`src/rtl/miner_pkg.sv`:
```
// miner_pkg: constants and FSM state type shared by the miner receive path.
package miner_pkg;

    localparam int FRAME_BYTES = 108;
    localparam int RX_BITS     = 864;
    localparam int HDR_BITS    = 608;
    localparam int TGT_BITS    = 256;
    localparam int CNT_W       = 7;

    typedef enum logic [1:0] {
        IDLE    = 2'd0,
        COLLECT = 2'd1,
        DONE    = 2'd2
    } rx_state_e;

endpackage

```
`src/rtl/miner_rx_timer.sv`:
```
// miner_rx_timer: idle-cycle counter for a frame in progress.
// 'expired' flags the idle cycle that brings the count to TIMEOUT_CYCLES,
// so the frame is dropped on the edge that ends that cycle.
module miner_rx_timer #(
    parameter int TIMEOUT_CYCLES = 1024
) (
    input  logic clk,
    input  logic n_rst,
    input  logic clear,
    input  logic enable,
    output logic expired
);

    localparam int CW = $clog2(TIMEOUT_CYCLES + 1);

    logic [CW-1:0] cnt_q;
    logic [CW-1:0] cnt_d;

    // Next count: clear wins, otherwise count idle cycles and saturate.
    always_comb begin
        cnt_d = cnt_q;
        if (clear) begin
            cnt_d = '0;
        end else if (enable && (cnt_q != CW'(TIMEOUT_CYCLES))) begin
            cnt_d = cnt_q + CW'(1);
        end
    end

    // Idle counter register.
    always_ff @(posedge clk or negedge n_rst) begin
        if (!n_rst) begin
            cnt_q <= '0;
        end else begin
            cnt_q <= cnt_d;
        end
    end

    assign expired = enable && (cnt_q == CW'(TIMEOUT_CYCLES - 1));

endmodule

```
`src/rtl/miner_rx_assembler.sv`:
```
// miner_rx_assembler: collects 108 serial bytes (MSB first) into one
// 864-bit work unit {block header, target} for the miner core.
// Optional idle-timeout abort is enabled with macro MINER_RX_TIMEOUT_EN.
module miner_rx_assembler
    import miner_pkg::*;
#(
    parameter int TIMEOUT_CYCLES = 1024
) (
    input  logic               clk,
    input  logic               n_rst,
    input  logic [7:0]         byte_in,
    input  logic               byte_valid,
    output logic               byte_ready,
    output logic [RX_BITS-1:0] rx_data,
    output logic               data_ready,
    output logic               frame_error
);

    if ((TIMEOUT_CYCLES < 1) || (HDR_BITS + TGT_BITS != RX_BITS)) begin : g_param_check
        $error("miner_rx_assembler: invalid TIMEOUT_CYCLES or frame layout");
    end

    rx_state_e          state_q;
    logic [CNT_W-1:0]   cnt_q;
    logic [RX_BITS-1:0] staging_q;
    logic [RX_BITS-1:0] staging_d;
    logic [RX_BITS-1:0] rx_data_q;
    logic               data_ready_q;
    logic               accept;
    logic               last_byte;
    logic               abort;

    // DONE is the only state that refuses bytes; a pending byte waits there.
    assign byte_ready = (state_q != DONE);
    assign accept     = byte_valid && byte_ready;
    assign last_byte  = (cnt_q == CNT_W'(FRAME_BYTES - 1));

    // Shifting in from the bottom leaves the first byte at the top after 108 bytes.
    assign staging_d  = {staging_q[RX_BITS-9:0], byte_in};

    // Frame FSM: byte count, staging shift register and output capture.
    always_ff @(posedge clk or negedge n_rst) begin
        if (!n_rst) begin
            state_q      <= IDLE;
            cnt_q        <= '0;
            staging_q    <= '0;
            rx_data_q    <= '0;
            data_ready_q <= 1'b0;
        end else begin
            data_ready_q <= 1'b0;
            unique case (state_q)
                IDLE: begin
                    if (accept) begin
                        staging_q <= staging_d;
                        cnt_q     <= CNT_W'(1);
                        state_q   <= COLLECT;
                    end
                end
                COLLECT: begin
                    if (accept) begin
                        staging_q <= staging_d;
                        if (last_byte) begin
                            // Counter parks at 107 through DONE, cleared on return to IDLE.
                            rx_data_q    <= staging_d;
                            data_ready_q <= 1'b1;
                            state_q      <= DONE;
                        end else begin
                            cnt_q <= cnt_q + CNT_W'(1);
                        end
                    end else if (abort) begin
                        // Partial frame dropped; rx_data keeps the last good frame.
                        cnt_q   <= '0;
                        state_q <= IDLE;
                    end
                end
                DONE: begin
                    cnt_q   <= '0;
                    state_q <= IDLE;
                end
                default: begin
                    cnt_q   <= '0;
                    state_q <= IDLE;
                end
            endcase
        end
    end

    assign rx_data    = rx_data_q;
    assign data_ready = data_ready_q;

`ifdef MINER_RX_TIMEOUT_EN
    logic timer_clear;
    logic timer_enable;
    logic frame_error_q;

    // An accepted byte always clears the timer, so it beats a coincident expiry.
    assign timer_enable = (state_q == COLLECT) && !accept;
    assign timer_clear  = (state_q != COLLECT) || accept;

    miner_rx_timer #(
        .TIMEOUT_CYCLES(TIMEOUT_CYCLES)
    ) u_timer (
        .clk    (clk),
        .n_rst  (n_rst),
        .clear  (timer_clear),
        .enable (timer_enable),
        .expired(abort)
    );

    // One-cycle error pulse following the abort edge.
    always_ff @(posedge clk or negedge n_rst) begin
        if (!n_rst) begin
            frame_error_q <= 1'b0;
        end else begin
            frame_error_q <= abort;
        end
    end

    assign frame_error = frame_error_q;
`else
    assign abort       = 1'b0;
    assign frame_error = 1'b0;
`endif

endmodule

```
`config.mk`:
```
export PLATFORM = sky130hd
export DESIGN_NAME = miner_rx_assembler
export DESIGN_NICKNAME = d
export VERILOG_FILES = /design/src/rtl/miner_pkg.sv /design/src/rtl/miner_rx_timer.sv /design/src/rtl/miner_rx_assembler.sv
export SDC_FILE = /design/constraint.sdc
export NUM_CORES = 2
export LEC_CHECK = 0
export ABC_AREA = 0
export ABC_CLOCK_PERIOD_IN_PS = 3200
export CELL_PAD_IN_SITES_DETAIL_PLACEMENT = 1
export CELL_PAD_IN_SITES_GLOBAL_PLACEMENT = 1
export CORE_MARGIN = 2
export CORE_UTILIZATION = 30
export CTS_CLUSTER_DIAMETER = 200
export DETAILED_ROUTE_END_ITERATION = 8
export DONT_BUFFER_PORTS = 1
export PLACE_DENSITY_LB_ADDON = 0.1
export SLEW_MARGIN = 10
export SYNTH_ARGS = -nofsm -noshare
export SYNTH_HDL_FRONTEND = slang
export SYNTH_SLANG_ARGS = --single-unit
```
`constraint.sdc`:
```
create_clock -name clk -period 3.2 [get_ports clk]
set_clock_uncertainty 0.1 [all_clocks]
set_input_delay 0.64 -clock clk [delete_from_list [all_inputs] [get_ports clk]]
set_output_delay 0.64 -clock clk [all_outputs]
set_load 0.05 [all_outputs]
```
== Word level (Yosys, flattened, before mapping) ==
Index checks and enable logic that the tools add are counted.

* Logic and storage cells: 31
* Flip-flop bits (word level): 1,730
* Input port bits: 11

* Muxes and demuxes: 11
* Reductions and logical operators: 7
* Eq/ne operators: 7
* Add/subtract/negate cells: 1

{| class="wikitable"
|+ Operators by type and width
! operator !! count
|-
| 7-bit 2-to-1 mux || 3
|-
| 7-bit case mux with 2 select lines || 1
|-
| 2-bit inequality test (second input constant) || 5
|-
| 3-bit AND reduction || 3
|-
| 7-bit by 1-bit adder with 7-bit output (second input constant) || 1
|-
| 7-bit equality test (second input constant) || 1
|-
| 2-bit 2-to-1 mux || 3
|-
| 2-bit case mux with 2 select lines || 1
|-
| 1-bit 2-to-1 mux || 3
|-
| 2-bit by 1-bit equality test with 1-bit output (second input constant) || 1
|-
| 2-bit logical NOT || 1
|-
| 2-bit AND reduction || 1
|-
| 2-bit OR reduction || 1
|-
| 1-bit logical AND || 1
|}

== Logic depth before layout (Yosys ltp) ==
* Depth in word-level cells: 4
* Mapped depth: 7
* Mapped depth without buffers: 4

== Worst setup path before layout ==
Ideal clock, no wire load.

* Path type: in2reg
* Start: input port byte_valid
* End: register rx_data_q[703], in the netlist rx_data[703]
* Arrival: 1.833 ns
* Stages on the path: 6
* Slack: 1.139 ns
* Library setup time: 0.127 ns
* Data required time: 2.973 ns
* Cells stage by stage: nand3b_2 nor4_2 buf_6 buf_8 buf_8 mux2_1

* Longest elaborated chain between the ends: 2

{| class="wikitable"
|+ Ends and longest elaborated chain
! item !! line !! text
|-
| from (decl) || miner_rx_assembler.sv:12 || <nowiki>input logic byte_valid,</nowiki>
|-
| 1-bit logical AND || miner_rx_assembler.sv:35 || <nowiki>assign accept = byte_valid && byte_ready;</nowiki>
|-
| 3-bit AND reduction (no line) || -- ||
|-
| to (signal assigned) || miner_rx_assembler.sv:64 || <nowiki>rx_data_q <= staging_d;</nowiki>
|-
| to (decl) || miner_rx_assembler.sv:27 || <nowiki>logic [RX_BITS-1:0] rx_data_q;</nowiki>
|}

No other way between the ends.
A chain may end at the register's enable or synchronous reset.

== Worst setup path in the final report ==
* Start: register state_q[0]
* End: output port byte_ready

* Longest elaborated chain between the ends: 1

{| class="wikitable"
|+ Ends and longest elaborated chain
! item !! line !! text
|-
| from (decl) || miner_rx_assembler.sv:23 || <nowiki>rx_state_e state_q;</nowiki>
|-
| from (signal assigned) || miner_rx_assembler.sv:44 || <nowiki>state_q <= IDLE;</nowiki>
|-
| from (signal assigned) || miner_rx_assembler.sv:56 || <nowiki>state_q <= COLLECT;</nowiki>
|-
| from (signal assigned) || miner_rx_assembler.sv:66 || <nowiki>state_q <= DONE;</nowiki>
|-
| 2-bit inequality test || miner_rx_assembler.sv:34 || <nowiki>assign byte_ready = (state_q != DONE);</nowiki>
|-
| to (decl) || miner_rx_assembler.sv:13 || <nowiki>output logic byte_ready,</nowiki>
|}

No other way between the ends.

==> results by group <==
Pwr
  – Int Power: 39.3 mW
  – Clock power share: a little over two fifths
  – Combinational fraction of design power: 5.9%
  – Psw: between 10 and 15 mW
  – Leak: about 38 nW
  – Peak VDD IR: about 0.54 mV
  – Sw Share: between 20% and 30%
  – Power density over the cells: a little over 700 nW/um^2
  – Share of power burned in registers: around 52%

Synth
  – Synthesized area: approximately 65000 sq um
  – Synthesized instance count: 3699
  – Cell with the most instances after synthesis: dfrtp_1
  – Yosys top cell area share: 66.9%
  – Area leader, netlist: dfrtp_1
  – Yosys reg bits: approximately 1.7k
  – FFs w/ async S/R, synth: 100%
  – Dominant cells by area after synthesis: dfrtp_1 67%, mux2_2 16%, mux2_1 14%, buf_6 1.4%, buf_2 0.67%
  – Synth warn: 0
  – Ys flop type: dfrtp_1
  – Post-synth cell types: 34
  – Sequential area share after synthesis: between 60% and 70%
  – Commonest cells post-synth: 1730 x dfrtp_1, 915 x mux2_2, 805 x mux2_1, 87 x buf_2, 78 x buf_6
  – Number of synthesized flops with an enable pin: 0
  – Mapped Nets: about 3.7k
  – Syn avg cell area: 17.5 sq um

Worst setup path
  – Largest delay share family, worst path: simple AND/OR/NAND/NOR gates
  – Worst r2r path cells: 5
  – CP arrival: between 2 and 2.5 ns
  – R2R Path End: rx_data[814]
  – Stages on worst setup path: 1
  – Worst Path Class, Setup: flip-flop to output pin
  – RR Startpoint: state_q[1]
  – Crit-path max FO: 13
  – Reg2reg setup slack: 0.49 ns
  – Critical path's slowest cell: nand2b_1
  – Largest stage delay, worst path: approximately 0.7 ns
  – CP Launch Point: state_q[0]
  – Worst Setup EP: byte_ready
  – Kind of start point of the critical path: flip-flop
  – Critical-path cell list: nand2b_1
  – Crit end category: output pin
  – Worst Path Required: 2.46 ns
  – Bufs and invs on worst path: 0

Floorplan
  – Die Ht: 468 um
  – Row count: 170
  – Chip width: between 400 and 500 um
  – Initial Util: a little under a third
  – Full die area: 219000 sq um
  – CORE AREA: ~210000 sq um
  – IO Count: just under 900

Finish
  – Post-route cell area: ~74000 sq um
  – Layout cells sized above 1: approximately a third
  – Layout Utilization: roughly a third
  – Multi-input logic area: just under 20000 sq um
  – Final std cells w/o fill: 6784
  – Fill count: about 21k
  – Fin nets: between 3k and 4k
  – Register area: 43300 sq um
  – P&R area growth vs syn: 15.2%

Drt
  – Routed vias: between 30k and 40k
  – Via-to-Cell Ratio: between 4 and 5
  – Final ANT Viol Nets: 0
  – Initial DRC count: between 1k and 1.5k
  – Drt drc: 0
  – WL final: around 180 mm
  – WL/cell: around 26 um
  – Pre-antenna DRT Iters: 4

Worst hold path
  – Hold Crit Class: primary input to asynchronous set/reset pin

STA
  – Post-route setup slack: 0.325 ns
  – Final hold slack: -0.580 ns
  – Minimum clock period: 2.87 ns
  – Slew margin rel.: 16.8%
  – Final Setup Violations: 0
  – RSZ-0062 raised after global routing: no
  – Final hold vios: around 130
  – Slew @ Worst Pin: ~1.2 ns
  – Max Slew Vio Count: 0
  – Fin crit share: between 80% and 90%
  – Fmax: ~350 MHz

Global route
  – Largest net degree at the start of global routing: approximately 220
  – Initial antenna violation count: 3
  – Most Crowded Layer GR: met2
  – Vias in the first global route: ~34k
  – Grt ovf: 0
  – Met3 usage: 9.70%
  – GR Util met1: 17.7%
  – First-pass GRT wire length: between 200 and 300 mm
  – Met2 Use GR: 25.3%
  – Total global-route track usage: between 15 and 20%

Clock tree
  – CTS Buffer Depth: 3
  – CTS sink cnt: 1730
  – Worst skew pair latency: between 0.8 and 0.9 ns
  – Clock buffer count from CTS: 195
  – H-tree level count: 4
  – Clk pin slew, worst setup/hold paths: 0.06 ns
  – TritonCTS clock tree: built
  – CTS Root Cell: clkbuf_16
  – Post_cts resized: 0

Place
  – Port Buffers: 0
  – Post-Place Cells: 6395
  – Area after DPL: just under 70000 sq um
  – Post-DP HPWL: 120 mm
  – Pre-CTS setup slack: -1.55 ns
  – Placer Congestion: approximately 0.73

Run status
  – Status: finished with violations
  – Violated checks: negative hold slack

Job
  – Max Cap Viol: 0
-- layout make-up --
type                       count  share of cell area (%)
antenna                        8                  0.0269
sequential                  1730                    58.1
clock buffer                 317                    8.30
multi-input combinational   1771                    26.5
inverter                       3                  0.0151
timing repair buffer          73                    1.68
clock inverter                44                   0.608
tap                         2838                    4.77
-- flip-flops by register name (all words and copies together), names as in the netlist --
name        cells
cnt_q           7
data_ready      1
rx_data       864
staging_q     856
state_q         2
-- routing by layer --
layer	vias to the layer above	share of wire (%)
li1	13337	-
met2	844	47
met3	230	13
met5	-	0
met4	0	2.7
met1	16843	37
-- power groups by stage --
stage | sequential, mW | combinational, mW | clock (mW)
after global placement | 28.8 | 3.17 | 0
after global routing | 28.7 | 3.63 | 24.6
final | 28.3 | 3.23 | 22.7
after detailed placement | 28.8 | 3.26 | 0
after CTS | 28.4 | 3.32 | 23.7
after floorplan | 27.6 | 2.45 | 0
-- logic make-up (layout without fill, tap and decap cells) --
| family | after synthesis | after routing | share of synthesized area, % |
|---|---|---|---|
| flip-flops | 1730 | 1730 | 66.9 |
| AND/OR/NAND/NOR | 34 | 34 | 0.335 |
| other | 1 | 9 | 0.00580 |
| multiplexers | 1722 | 1722 | 30.0 |
| AO/OA/AOI/OAI | 13 | 13 | 0.143 |
| adder cells (fa/ha/maj) | 1 | 1 | 0.0193 |
| buffers and inverters | 198 | 437 | 2.60 |
-- worst min-delay path by stage --
stage          startpoint      endpoint  slack [ns]  depth (start not counted)
2_1_floorplan       n_rst      cnt_q[0]        0.24                          0
3_3_place_gp        n_rst  rx_data[674]        0.24                          0
6_report            n_rst  rx_data[675]       -0.58                          0
3_5_place_dp        n_rst  rx_data[675]        0.24                          0
4_1_cts             n_rst  rx_data[674]       -0.69                          0
5_1_grt             n_rst  rx_data[675]       -0.68                          0
-- repair_timing --
action	CTS	global route
hold buffers	9	3
buffers inserted	0	0
endpoints found under the setup margin	432	350
gates cloned	3	3
endpoints found under the hold margin	236	83
-- cells in the final DEF, fill, tap and decap left out, types with 13 or more instances in the layout --
cell type / Yosys / layout
dfrtp_1: 1730 / 1730
clkbuf_1: 11 / 43
buf_12: 7 / 23
mux2_2: 915 / 915
clkbuf_8: 0 / 74
clkbuf_16: 0 / 203
buf_4: 1 / 21
mux2_1: 805 / 805
buf_16: 0 / 13
clkinv_2: 0 / 30
-- per-stage QoR --
stage	TNS [ns]	total power, mW
after floorplan	0	30.1
after global placement	-1004.87	31.9
after detailed placement	-828.17	32.0
after CTS	0	55.4
after global routing	0	56.9
final	0	54.2
Power figures use the tool's default switching activity.
